--- src/rtl/fila_busca.sv ---
// fila_busca: instruction prefetch queue feeding the core with address-tagged words
module fila_busca #(
  parameter int AW = 8,
  parameter int IW = 8,
  parameter int DEPTH = 4
) (
  input  logic                       Clock,
  input  logic                       reset,
  output logic [AW-1:0]              MemEndereco,
  output logic                       MemLer,
  input  logic [IW-1:0]              MemInstrucao,
  input  logic                       Desvio,
  input  logic [AW-1:0]              DesvioEndereco,
  output logic [IW-1:0]              Instrucao,
  output logic [AW-1:0]              InstrucaoPC,
  output logic                       Valida,
  input  logic                       Consome,
  output logic [$clog2(DEPTH+1)-1:0] Ocupacao
);
  localparam int CW = $clog2(DEPTH+1);
  localparam int PW = $clog2(DEPTH);
  logic [AW-1:0] fetch_pc, pend_pc;
  logic pendente, pop, push, issue;
  logic [IW+AW-1:0] fifo [DEPTH];
  logic [PW-1:0] rd_ptr, wr_ptr;
  logic [CW-1:0] count;
  logic [CW:0] demand;
  always_comb begin
    Valida = !reset && count != '0;
    {Instrucao, InstrucaoPC} = Valida ? fifo[rd_ptr] : '0;
    Ocupacao = reset ? '0 : count;
    pop = Valida && Consome && !Desvio;
    push = pendente && !Desvio;
    demand = {1'b0, count} + (CW+1)'(pendente) - (CW+1)'(pop);
    issue = !reset && !Desvio && demand < (CW+1)'(DEPTH);
    MemLer = issue;
    MemEndereco = reset ? '0 : fetch_pc;
  end
  always_ff @(posedge Clock) begin
    if (reset || Desvio) begin
      fetch_pc <= reset ? '0 : DesvioEndereco;
      pend_pc <= reset ? '0 : pend_pc;
      pendente <= 1'b0;
      rd_ptr <= '0;
      wr_ptr <= '0;
      count <= '0;
    end else begin
      pendente <= issue;
      if (issue) begin
        pend_pc <= fetch_pc;
        fetch_pc <= fetch_pc + AW'(1);
      end
      if (push) wr_ptr <= wr_ptr + PW'(1);
      if (pop) rd_ptr <= rd_ptr + PW'(1);
      count <= count + CW'(push) - CW'(pop);
    end
  end
  always_ff @(posedge Clock)
    if (push && !reset) fifo[wr_ptr] <= {MemInstrucao, pend_pc};
endmodule

--- config.mk ---
export PLATFORM = sky130hd
export DESIGN_NAME = fila_busca
export DESIGN_NICKNAME = d
export VERILOG_FILES = /design/src/rtl/fila_busca.sv
export SDC_FILE = /design/constraint.sdc
export NUM_CORES = 1
export LEC_CHECK = 0
export ABC_AREA = 1
export CELL_PAD_IN_SITES_DETAIL_PLACEMENT = 1
export CELL_PAD_IN_SITES_GLOBAL_PLACEMENT = 2
export CORE_MARGIN = 2
export CORE_UTILIZATION = 36
export CTS_CLUSTER_DIAMETER = 200
export DETAILED_ROUTE_END_ITERATION = 16
export HOLD_SLACK_MARGIN = 0.05
export PLACE_DENSITY = 0.85
export SLEW_MARGIN = 25
export SYNTH_ARGS = -nofsm -noshare
export SYNTH_HDL_FRONTEND = slang
export SYNTH_SLANG_ARGS = --single-unit
export TNS_END_PERCENT = 30
--- constraint.sdc ---
create_clock -name Clock -period 2.6 [get_ports Clock]
set_clock_uncertainty 0.15 [all_clocks]
set_input_delay 0.26 -clock Clock [delete_from_list [all_inputs] [get_ports Clock]]
set_output_delay 0.26 -clock Clock [all_outputs]
set_load 0.05 [all_outputs]
[Word-level counts from Yosys, hierarchy flattened]
Memories as Yosys holds them, arrays and structs flattened. A register that Yosys moved wholly into a read port is not among the register bits.
Cells that the tools add are included.
Operators by class
  multiply operators: 0
  muxes and demuxes: 13
  divide/modulo/power cells: 0
  shifts and indexed selects: 0
  equal/unequal tests: 1
  add/subtract/negate cells: 7
  reductions and logical operators: 13
  bitwise operators: 0
  magnitude comparators: 1
Operator list (count)
  $mux 8: 7
  $mux 16: 1
  $add 8x1->8 const B: 1
  $logic_and 1x1->1: 7
  $add 2x1->2 const B: 2
  $add 3x1->4: 1
  $lt 4x3->1 const B: 1
  $mux 2: 2
  $sub 4x1->4: 1
  $add 3x1->3: 1
  $mux 3: 1
  $reduce_bool 3->1: 1
  $sub 3x1->3: 1
  $logic_not 1->1: 2
  $mux 1: 2
  $ne 2x2->1 const B: 1
  $reduce_and 2->1: 1
  $reduce_bool 2->1: 1
  $logic_or 1x1->1: 1
Word-level totals
  bits of input ports: 20
  ROM bits: 0
  bits in latches: 0
  bits in registers: 24
  output and inout bits: 29
  bits in writable memories: 64
  memories: 1
  word-level logic and storage cells: 42
Memory list
  fifo: words 4, width 16, read ports 1, clocked after memory_dff 1, wr ports 1, line 24  | logic [IW+AW-1:0] fifo [DEPTH];

[Depth between registers and ports, before layout]
  depth after elaboration: 9
  gate-level depth with buffers: 12
  mapped depth without buffers: 12

[Least setup slack after synthesis]
No wires, ideal clock.
  path kind: reg2out
  start: reg count[1]
  end: out MemLer
  path buffers: 0
  path slack: 0.438 ns
  data arrival time: 1.752 ns
  cell stages (with the launch flop): 13
  data required time: 2.190 ns
  cells stage by stage: dfxtp_1 nor2_1 nand2_2 nand4_1 inv_1 ha_1 inv_1 ha_1 nand3_1 nand2_1 nand2_1 nand3_1 inv_1
On the way
  cells in the longest elaborated chain, start to end: 7
  elaborated cells on any way between the ends: 8
  those cells by class: 2 x add/sub; 1 x order compare; 5 x reduce/logical
RTL lines
  start: declaration: line 26  | logic [CW-1:0] count;
  start signal: assignment: line 55  | count <= count + CW'(push) - CW'(pop);
  $reduce_bool 3->1: line 29  | Valida = !reset && count != '0;
  $logic_and 1x1->1: line 29
  $logic_and 1x1->1 (2 in a row): line 32  | pop = Valida && Consome && !Desvio;
  net pop: line 23  | logic pendente, pop, push, issue;
  $sub 4x1->4: line 34  | demand = {1'b0, count} + (CW+1)'(pendente) - (CW+1)'(pop);
  $lt 4x3->1: line 35  | issue = !reset && !Desvio && demand < (CW+1)'(DEPTH);
  $logic_and 1x1->1: line 35
  end: declaration: line 10  | output logic MemLer,
The timed path passes the listed nets, and every way through them passes these cells.

[Worst setup path in the final report]
  start: reg count[0]
  end: out MemLer
Same word-level chain as after synthesis.

==> flow_metrics.tcl <==
set metrics [dict create \
    crit_family "simple AND/OR/NAND/NOR gates" \
    power_mw 2.60 \
    die_h_um 108 \
    drv_slew 0 \
    wire_per_inst_um 15.6 \
    cp_cell_sequence "nor2_2 -> nand2_2 -> nand4_1 -> inv_1 -> ha_1 -> inv_1 -> ha_1 -> nand3_2 -> nand2_1 -> nand2_2 -> nand3_4 -> inv_2 -> buf_12" \
    synth_nets 386 \
    grt_pass1_vias 2941 \
    final_nets 446 \
    drive_gt1_share_pct 17.8 \
    boundaryPins 49 \
    fin_crit_sh_pct 96.3 \
    worstSetupPathType "flip-flop to primary output" \
    cts_max_path_buffers 2 \
    overflow 0 \
    worstPathMaxFanout 3 \
    layout_common_cells "99 x nor2_1, 80 x edfxtp_1, 27 x inv_1, 25 x buf_4" \
    rr_startpoint "count[0]$_SDFF_PN0_" \
    num_rows 38 \
    yosysTopAreaCell "edfxtp_1" \
    ctsHtreeMaxLevel 3 \
    synth_cell_types 29 \
    powerDensity_mw_per_mm2 533 \
    syn_to_final_growth_pct 25.3 \
    gp_congestion 0.852 \
    rr_worst_depth 12 \
    start_kind "flip-flop" \
    min_from "pend_pc[3]$_SDFFCE_PN0P_" \
    r2r_slack_ns 0.29 \
    viasPerCell 4.80 \
    antenna_found_initial 0 \
    synthCells 356 \
    core_area_sq_mm 0.0107 \
    critPathSlowestCell "dfxtp_1" \
    fmax_mhz 400 \
    max-vdd-ir-drop_v 0.000235 \
    synthTopCellsByArea "edfxtp_1 62%, nor2_1 9.6%, dfxtp_1 5.1%, o21ai_1 3.1%, ha_1 2.9%" \
    relSlewSlack_pct 61.6 \
    required_ns 2.19 \
    min_to "fifo[0][3]$_DFFE_PP_" \
    utilization_pct 45.7 \
    yosysWarnings 0 \
    fillers 1164 \
    final.min_clock_period_ns 2.50 \
    multi_input_area_sq_mm 0.00109 \
    cpPeakStageDelay_ns 0.33 \
    root_buffer "clkbuf_8" \
    layout_commonest_cell "nor2_1" \
    seqCellArea_sq_mm 0.00261 \
    insertion_delay_ns 0.34 \
    wirelength_um 8750 \
    port_buffers 48 \
    max_cap_violations 0 \
    postRouteAntennaNets 0 \
    syn_area_sq_mm 0.00390 \
    hold_viol 0 \
    critPathCaptureType "primary output" \
    hold_path.class "flip-flop to flip-flop" \
    clk_pin_slew_ns 0.08 \
    drtIter0Drc 85 \
    worstMarginPinSlew_ns 0.574 \
    chipWidth_um 108 \
    outcome "finished clean" \
    setup_viol 0 \
    hold_buffers 0 \
    fin_hold_ws_ns 0.350 \
    path_buf_inv 4 \
    start_util_pct 36.5 \
    cts_tree "built" \
    die_area_sq_mm 0.0117 \
    drc 0 \
    cp.arrival_ns 2.09 \
    synth_area_per_cell_sq_um 11.0 \
    dp_hpwl_um 5930 \
    synth_top_area_share_pct 61.6 \
    ys_seq_elements 90 \
    via_count 2691 \
    rr_endpoint "pend_pc[4]$_SDFFCE_PN0P_" \
    power_leakage_nw 1.83 \
    cts.sinks 90 \
    drt_first_pass_iters 6 \
    ys_seq_area_share_pct 66.7 \
    grt.total_usage_pct 15.8 \
    grt_pass1_wl_um 14100 \
    hold_depth 0 \
    cts_buffers 9 \
    diodes 0 \
    grt_max_degree 33 \
]
report_power, final:
| part | internal [mW] | switching (mW) |
|---|---|---|
| Sequential | 1.60 | 0.0208 |
| Combinational | 0.0759 | 0.118 |
| Clock | 0.341 | 0.444 |
repair_timing:
action                                  CTS  global route
resized for setup                         2             7
pin swaps                                 0             1
buffers inserted                          0             1
endpoints found under the setup margin    1             1
gates cloned                              0             0
how the worst max path moves through the flow:
stage | depth (start not counted) | from | to | slack (ns)
floorplan | 12 | count[1]$_SDFF_PN0_ | MemLer | 0.44
global placement | 12 | Desvio | pend_pc[7]$_SDFFCE_PN0P_ | 0.06
detailed placement | 12 | Desvio | pend_pc[7]$_SDFFCE_PN0P_ | -0.07
CTS | 13 | count[1]$_SDFF_PN0_ | MemLer | 0.01
global route | 13 | count[2]$_SDFF_PN0_ | MemLer | -0.04
finish | 13 | count[0]$_SDFF_PN0_ | MemLer | 0.1
routing by layer:
metal,up-vias,GRT usage (%),wire length (um)
met3,12,1.99,272
met5,-,0,0
met4,0,6.96,160
li1,1320,-,-
met1,1299,19.2,3800
met2,60,28.0,4520
worst reg2reg max path, delay by kind of cell (launching register included):
| kind | cells | cell delay, ns |
|---|---|---|
| flip-flops | 1 | 0.33 |
| buffers and inverters | 2 | 0.14 |
| AND/OR/NAND/NOR | 8 | 0.93 |
| adder cells (fa/ha/maj) | 2 | 0.44 |
cell usage after synthesis (all sizes together):
| library cell | count |
|---|---|
| nand3 | 13 |
| nand2 | 28 |
| nor2 | 102 |
| dfxtp | 10 |
| nor3 | 1 |
| fa | 1 |
| inv | 34 |
| xnor2 | 1 |
| a21oi | 19 |
| a22o | 1 |
| o211ai | 1 |
| xor2 | 1 |
| nand4 | 3 |
| ha | 9 |
| o31ai | 1 |
| clkbuf | 3 |
| buf | 10 |
| o21ai | 38 |
| edfxtp | 80 |
stage by stage:
step                instance area [sq um]  TNS [ns]  instances  setup WS, ns
finish                               4890         0        561        0.0974
detailed placement                   4700    -0.586        544       -0.0736
floorplan                            3900         0        356         0.438
CTS                                  4860         0        560        0.0106
global placement                     4700         0        544        0.0569
global route                         4890   -0.0439        561       -0.0439
area by class of cell:
type                            instances  area share [%]
Sequential cell                        90            53.3
Timing Repair Buffer                   62            15.1
Clock inverter                          4           0.384
Multi-Input combinational cell        219            22.2
Tap cell                              140            3.58
Inverter                               34            2.66
Clock buffer                           12            2.76
flip-flops by register name, indices dropped and copies added, names as in the netlist, named ones only:
name      flops
rd_ptr        2
fetch_pc      8
wr_ptr        2
pendente      1
pend_pc       8
fifo         64
count         3
logic make-up (layout without fill, tap and decap cells):
group | Yosys count | in the layout | share of synthesized area (%)
AND/OR/NAND/NOR | 147 | 147 | 15.4
AO/OA/AOI/OAI | 60 | 60 | 7.92
buffers and inverters | 47 | 112 | 6.16
adder cells (fa/ha/maj) | 10 | 10 | 3.40
flip-flops | 90 | 90 | 66.7
XOR/XNOR | 2 | 2 | 0.449
No activity file was read; power rests on OpenSTA's default activity.
